**src/rtl/dmem_arbiter.sv**
```systemverilog
`default_nettype none
// ============================================================================
// Module   : dmem_arbiter
// Purpose  : Round-robin sharing of the data memory between the core and an
//            external grant/rvalid port, with burst lock and a core stall bound.
// Revision : 1.0
// ============================================================================
module dmem_arbiter #(
    parameter int AW       = 30,
    parameter int DW       = 32,
    parameter int MAX_WAIT = 4
) (
    input  logic          clk,
    input  logic          reset,
    input  logic          cpu_req,
    input  logic          cpu_wr,
    input  logic [AW-1:0] cpu_addr,
    input  logic [DW-1:0] cpu_wdata,
    output logic [DW-1:0] cpu_rdata,
    output logic          cpu_stall,
    input  logic          ext_req,
    input  logic          ext_wr,
    input  logic          ext_lock,
    input  logic [AW-1:0] ext_addr,
    input  logic [DW-1:0] ext_wdata,
    output logic          ext_gnt,
    output logic          ext_rvalid,
    output logic [DW-1:0] ext_rdata,
    output logic          mem_wr,
    output logic [AW-1:0] mem_addr,
    output logic [DW-1:0] mem_wdata,
    input  logic [DW-1:0] mem_rdata
);

    localparam logic [3:0] c_MAX_WAIT = 4'(MAX_WAIT);

    logic          w_cpu_gnt;
    logic          w_ext_gnt;
    logic          w_cpu_stall;
    logic          r_last;
    logic          r_locked;
    logic [3:0]    r_wait_cnt;
    logic          r_ext_rvalid;
    logic [DW-1:0] r_ext_rdata;

    // Starvation guard outranks the lock so the core stall stays bounded.
    always_comb begin
        w_cpu_gnt = 1'b0;
        w_ext_gnt = 1'b0;
        if (cpu_req && !ext_req) begin
            w_cpu_gnt = 1'b1;
        end else if (!cpu_req && ext_req) begin
            w_ext_gnt = 1'b1;
        end else if (cpu_req && ext_req) begin
            if (r_wait_cnt == c_MAX_WAIT) begin
                w_cpu_gnt = 1'b1;
            end else if (r_locked) begin
                w_ext_gnt = 1'b1;
            end else if (r_last) begin
                w_cpu_gnt = 1'b1;
            end else begin
                w_ext_gnt = 1'b1;
            end
        end
    end

    assign w_cpu_stall = cpu_req & ~w_cpu_gnt;

    assign mem_wr    = w_ext_gnt ? (ext_wr & ext_req) : (w_cpu_gnt & cpu_wr & cpu_req);
    assign mem_addr  = w_ext_gnt ? ext_addr  : cpu_addr;
    assign mem_wdata = w_ext_gnt ? ext_wdata : cpu_wdata;

    assign cpu_rdata  = mem_rdata;
    assign cpu_stall  = w_cpu_stall;
    assign ext_gnt    = w_ext_gnt;
    assign ext_rvalid = r_ext_rvalid;
    assign ext_rdata  = r_ext_rdata;

    always_ff @(posedge clk) begin
        if (reset) begin
            r_last       <= 1'b1;
            r_locked     <= 1'b0;
            r_wait_cnt   <= 4'd0;
            r_ext_rvalid <= 1'b0;
            r_ext_rdata  <= '0;
        end else begin
            if (w_cpu_gnt || w_ext_gnt) begin
                r_last <= w_ext_gnt;
            end
            r_locked <= w_ext_gnt & ext_lock & ext_req;
            if (w_cpu_stall) begin
                if (r_wait_cnt != c_MAX_WAIT) begin
                    r_wait_cnt <= r_wait_cnt + 4'd1;
                end
            end else begin
                r_wait_cnt <= 4'd0;
            end
            r_ext_rvalid <= w_ext_gnt;
            // Write grants capture the pre-write content as the response.
            if (w_ext_gnt) begin
                r_ext_rdata <= mem_rdata;
            end
        end
    end

endmodule
`default_nettype wire
```
**config.mk**
```make
export PLATFORM = sky130hd
export DESIGN_NAME = dmem_arbiter
export DESIGN_NICKNAME = d
export VERILOG_FILES = /design/src/rtl/dmem_arbiter.sv
export SDC_FILE = /design/constraint.sdc
export NUM_CORES = 1
export LEC_CHECK = 0
export ABC_AREA = 1
export BUFFER_PORTS_ARGS = -buffer_cell sky130_fd_sc_hd__buf_4
export CORE_AREA = 2 2 114 116
export DETAILED_ROUTE_END_ITERATION = 6
export DIE_AREA = 0 0 116 118
export GPL_ROUTABILITY_DRIVEN = 0
export PLACE_DENSITY = 0.56
export REMOVE_ABC_BUFFERS = 1
export SYNTH_ARGS = -nofsm -noshare
export SYNTH_HDL_FRONTEND = slang
export SYNTH_SLANG_ARGS = --single-unit
```
**constraint.sdc**
```tcl
create_clock -name clk -period 1.95 [get_ports clk]
set_clock_uncertainty 0.1 [all_clocks]
set_input_delay 0.195 -clock clk [delete_from_list [all_inputs] [get_ports clk]]
set_output_delay 0.195 -clock clk [all_outputs]
set_load 0.005 [all_outputs]
```
==> impl_metrics.csv, run 1 <==
group,metric,value,unit
status,outcome,"finished, final reports clean",
placed_design,pre_cts_slack,0.115,ns
clock_network,cts_htree_levels,2,
worst_setup_path,start_kind,"register",
placed_design,port_buffers,292,
worst_setup_path,crit_chain,"inv_2, ha_4, nand3_4, nand3_4, buf_6, clkbuf_16, nand3_1, nand2_1, buf_4",
final_layout,area_delta_synth_final,102,%
logic_synthesis,synth_warnings,0,
timing,rsz0062_at_grt,"true",
route,drt_iter0_drc,255,
final_layout,drive_above_1_share,53.6,%
timing,fmax,515,MHz
timing,relSlewSlack,69.3,%
worst_setup_path,r2r_setup_slack,0.36,ns
final_layout,mostFrequentLayoutCells,"285 x buf_4, 145 x nand2_1, 81 x nand3_1, 37 x dfxtp_1, 33 x nand4_1",
worst_hold_path,min_from,"mem_rdata[27]",
final_layout,final_common_cell,"buf_4",
grt,globalRouteOverflowTotal,0,
clock_network,cts_made_buffers,5,
logic_synthesis,ys_top_cells_by_area,"dfxtp_1 29%, nand2_1 23%, nand3_1 18%",
worst_setup_path,crit_slowest_cell,"dfxtp_2",
logic_synthesis,yosysSeqAreaShare,29.1,%
floorplanning,dieArea,0.0137,sq mm
route,drtAntennaViolNets,0,
grt,grt_max_degree,97,
timing,final-hold-violation-count,0,
final_layout,nets,853,
logic_synthesis,netlist-cell-type-count,19,
logic_synthesis,syn_area,0.00268,sq mm
clock_network,clock_sinks,39,
run,cap_violations,0,
route,vias_per_cell,4.52,
final_layout,num_antenna_cells,0,
floorplanning,rows,41,
placed_design,dp_hpwl,9.39,mm
timing,finalMaxSlewViolations,0,
power,powerDensity,512,mW/mm^2
worst_setup_path,crit_path_max_fanout,7,
worst_hold_path,holdPathStages,3,
worst_setup_path,required,1.65,ns
power,leakage,0.00300,uW
grt,gr-usage-all-layers,16.8,%
clock_network,clk_latency,0.28,ns
worst_setup_path,cpMostUsedCell,"nand3_4",
route,drt_pass1_iterations,4,
worst_hold_path,holdCritPathClass,"in -> reg",
power,peakVddDrop,0.289,mV
floorplanning,die_h,118,um
worst_hold_path,min_to,"ext_rdata[27]",
logic_synthesis,synth_cells,431,
worst_setup_path,rr_startpoint,"r_wait_cnt[0]",
route,drc_errors,0,
route,vias,3889,
timing,worstMarginPinSlew,0.460,ns
timing,tns,0,ns
worst_setup_path,cp_slowest_stage_delay,0.34,ns
worst_setup_path,r2r_end,"ext_rdata[16]",
floorplanning,core-area,0.0124,sq mm
logic_synthesis,yosysTopAreaCell,"dfxtp_1",
floorplanning,top_level_ports,293,
clock_network,cts_root_buf,"clkbuf_16",
clock_network,clockBufferDepth,2,
timing,timing.final.crit_share,99.7,%
route,routedWlPerCell,15.7,um
grt,antenna_found_initial,0,
clock_network,path_clk_slew,0.06,ns
floorplanning,die-width,116,um
grt,grt_pass1_wl,18.2,mm
logic_synthesis,avgSynthCellArea,6.23,sq um
timing,setup_viol,0,
worst_setup_path,worstSetupPathType,"reg -> out",
timing,hold_ws,0.0359,ns
logic_synthesis,synth_seq_cells,39,
worst_setup_path,r2r_cells,9,
worst_setup_path,critPathCaptureType,"output port",
timing,fin_ws,0.00647,ns
route,drt-total-wl,13.5,mm
floorplanning,initial_utilization,21.6,%
logic_synthesis,synth_top_cell_area_share,29.1,%
grt,grt_pass1_vias,3439,
worst_setup_path,worstPathArrival,1.65,ns
timing,min_period,1.94,ns
clock_network,cts_tree,"yes",
what timing repair did:
item	in CTS	in global routing
gates resized for setup	12	60
hold buffers	1	0
setup buffers	6	5
pin swaps	2	37
hold endpoints to repair	2	0
setup endpoints to repair	65	59
gates cloned	2	7
worst max path at each step:
stage                        from           end  slack, ns  cells past startpoint
CTS                 r_wait_cnt[1]  mem_wdata[6]      -0.02                     10
detailed placement  r_wait_cnt[1]  mem_wdata[6]       0.12                      8
finish              r_wait_cnt[0]  mem_addr[25]      0.006                      9
global placement    r_wait_cnt[0]  mem_addr[28]       0.12                      8
floorplan                 cpu_req        mem_wr      -1.81                      4
global route        r_wait_cnt[1]  mem_addr[25]      -0.05                      9
sequential cells by signal, summed over array words and instances, names as in the netlist:
name / cells
ext_rdata: 32
ext_rvalid: 1
r_last: 1
r_locked: 1
r_wait_cnt: 4
cell usage after synthesis, drive strengths merged:
cell type  number
nand2         167
nand3          97
buf            60
dfxtp          39
nand4          33
inv            10
clkbuf          9
nor2            7
o21ai           3
ha              2
a21oi           1
and2            1
xnor2           1
xor2            1
stage by stage:
stage / std cells / area, sq um / util [%] / total power [uW]
finish: 861 / 5430 / 43.7 / 2780
CTS: 852 / 5100 / 41.1 / 2730
global placement: 835 / 4800 / 38.7 / 1880
floorplan: 362 / 2240 / - / 1170
detailed placement: 835 / 4800 / 38.7 / 1890
global route: 861 / 5430 / 43.7 / 2940
worst max-delay path, delay by kind of cell, from the launching register on:
family | cells | cell delay, ns
adder cells (fa/ha/maj) | 1 | 0.16
buffers and inverters | 4 | 0.51
flip-flops | 1 | 0.34
AND/OR/NAND/NOR | 4 | 0.34
report_power, final:
group	internal, uW	switching, uW
clock network	473	314
registers	845	25.2
logic	651	472
cell families after synthesis:
kind of cell	Yosys count	synth area share [%]
compound gates	4	0.746
xor+xnor	2	0.653
fa+ha+maj	2	0.932
buf+inv	79	17.8
flops	39	29.1
simple gates	305	50.8
cell type report:
class | count | area [sq um]
clock buffer | 7 | 133
clock inverter | 1 | 5.00
fill | 1265 | 6990
inverter | 10 | 37.5
multi-input combinational | 313 | 1600
sequential | 39 | 783
tap | 172 | 215
timing repair buffer | 319 | 2650
per-layer routing:
metal | wire (um) | GRT usage (%) | vias to the layer above
li1 | - | - | 1904
met1 | 5180 | 19.6 | 1776
met2 | 6890 | 29.9 | 192
met3 | 1240 | 4.22 | 17
met4 | 225 | 4.76 | 0
met5 | 0 | 0 | -
Power figures use the tool's default switching activity.
==> run 2: changes to the inputs <==
==> constraint.sdc (replaced) <==
create_clock -name clk -period 1.95 [get_ports clk]
set_clock_uncertainty 0.1 [all_clocks]
set_input_delay 0.585 -clock clk [delete_from_list [all_inputs] [get_ports clk]]
set_output_delay 0.585 -clock clk [all_outputs]
set_load 0.005 [all_outputs]
==> run 2 against run 1 <==
The run now ends with setup timing left. Worst hold slack better by 0.34 ns. First-iteration DRC count shrank 9.0%. Die area is the same. Wire length up 8.4%. Clock power rose by 5.7%. Worst setup slack worse by 0.42 ns. Critical path type unchanged.
==> impl_metrics.csv, run 2 (synthesis gave the netlist of run 1 again) <==
group,metric,value,unit
status,outcome,"complete, but fails checks",
status,failed_checks,"setup timing",
timing,min_period,2.36,ns
worst_setup_path,start_kind,"register",
floorplanning,dieArea,0.0137,sq mm
power,powerDensity,493,mW/mm^2
power,leakage,0.00353,uW
clock_network,cts_root_buf,"clkbuf_16",
grt,grt_pass1_wl,20.4,mm
placed_design,dp_hpwl,9.75,mm
grt,globalRouteOverflowTotal,0,
placed_design,port_buffers,292,
run,cap_violations,0,
worst_setup_path,critPathCaptureType,"output port",
final_layout,final_cell_count_no_fill,890,
timing,fin_ws,-0.410,ns
final_layout,post-route-util,51.5,%
grt,grt_max_degree,36,
clock_network,clock_sinks,39,
route,drtAntennaViolNets,0,
route,routedWlPerCell,16.5,um
route,vias,4140,
final_layout,fillers,1209,
clock_network,clockBufferDepth,2,
clock_network,cts_made_buffers,5,
worst_setup_path,worstSetupPathType,"reg -> out",
worst_setup_path,required,1.26,ns
clock_network,cts_tree,"yes",
route,drt_iter0_drc,232,
power,peakVddDrop,0.347,mV
timing,setup_viol,65,
route,vias_per_cell,4.65,
floorplanning,initial_utilization,21.6,%
grt,gr-usage-all-layers,18.8,%
timing,timing.final.crit_share,121,%
timing,finalMaxSlewViolations,0,
floorplanning,die_h,118,um
grt,antenna_found_initial,0,
timing,fmax,424,MHz
worst_setup_path,cpMostUsedCell,"nand3_4",
clock_network,cts_htree_levels,2,
route,drc_errors,0,
timing,rsz0062_at_grt,"true",
worst_setup_path,worstPathArrival,1.67,ns
final_layout,multiInputGateArea,0.00198,sq mm
clock_network,clk_latency,0.28,ns
final_layout,area_delta_synth_final,138,%
final_layout,regArea,783,sq um
worst_setup_path,crit_chain,"inv_2, ha_4, nand3_4, nand3_4, nand2_8, buf_8, buf_16, nand2_4, nand2_1, buf_4",
floorplanning,rows,41,
worst_setup_path,crit_slowest_cell,"dfxtp_2",
timing,final-hold-violation-count,0,
route,drt_pass1_iterations,4,
worst_setup_path,crit_family,"buffers and inverters",
final_layout,nets,882,
route,drt-total-wl,14.7,mm
floorplanning,die-width,116,um
worst_setup_path,path_buf_inv,4,
floorplanning,core-area,0.0124,sq mm
grt,grt_pass1_vias,3916,
final_layout,final_common_cell,"buf_4",
worst_setup_path,crit_path_max_fanout,7,
worst_hold_path,holdCritPathClass,"reg -> reg",
final_layout,drive_above_1_share,66.9,%
timing,relSlewSlack,78.6,%
clock_network,path_clk_slew,0.06,ns
floorplanning,top_level_ports,293,
worst_setup_path,cp_slowest_stage_delay,0.33,ns
placed_design,place_inst,848,
final_layout,num_antenna_cells,0,
timing,worstMarginPinSlew,0.322,ns
final_layout,largest_reg_flops,32,
final_layout,mostFrequentLayoutCells,"268 x buf_4, 90 x nand3_1, 69 x nand2_2, 55 x nand2_1, 54 x buf_6",
-- run 2: changes by cell type in the layout (fill, tap and decap cells not counted), sizes merged --
cell,before,now
buf,314,342
bufbuf,0,2
dlygate4sd3,1,0
-- run 2: report_power, final --
part	leakage (uW)	internal [uW]	switching, uW	total [uW]
clock network	0.0000741	512	319	831
logic	0.00313	848	603	1450
registers	0.000321	844	24.0	868
total	0.00353	2200	946	3150
-- run 2: worst min-delay path, stage by stage (launching register included) --
cell     delay [ns]
dfxtp_1        0.31
nand4_1        0.08
nand2_1        0.05
-- run 2: final timing paths --
| path | from | to | slack (ns) | cells past startpoint |
|---|---|---|---|---|
| hold reg to reg | ext_rdata[9] | ext_rdata[9] | 0.37 | 2 |
| setup reg to reg | r_wait_cnt[0] | ext_rdata[29] | 0.19 | 11 |
| setup / recovery | r_wait_cnt[1] | mem_wdata[7] | -0.41 | 10 |
| hold / removal | ext_rdata[9] | ext_rdata[9] | 0.37 | 2 |
-- run 2: layout make-up --
type / count / share of cell area (%)
multi-input cells: 313 / 31.0
repair buffers: 348 / 50.5
inverters: 10 / 0.587
clock inverters: 1 / 0.137
clock buffers: 7 / 2.23
flip-flops and latches: 39 / 12.3
well taps: 172 / 3.37
-- run 2: metal layers --
layer	routed length (um)	track usage (%)
met5	0	0
met4	242	5.43
met3	1120	3.81
met2	7540	33.4
met1	5760	22.4
-- run 2: per-stage QoR --
stage          area (sq um)  hold slack, ns  setup slack (ns)  setup TNS [ns]  total power [uW]
2_1_floorplan          2240           0.352             -2.59         -221.29              1170
3_3_place_gp           4920           0.362            -0.357          -18.95              1900
3_5_place_dp           4920           0.367            -0.367          -19.53              1910
4_1_cts                5940           0.376            -0.391          -23.39              3040
5_1_grt                6390           0.388            -0.474          -26.93              3320
6_report               6390           0.372            -0.410          -22.25              3150
-- run 2: timing repair --
action                                  4_1_cts  5_1_grt
gates resized for setup                     131      107
setup buffers                                19        2
pin swaps                                     6       13
gates cloned                                 11        4
endpoints found under the setup margin       65       65
hold buffers                                  0        0
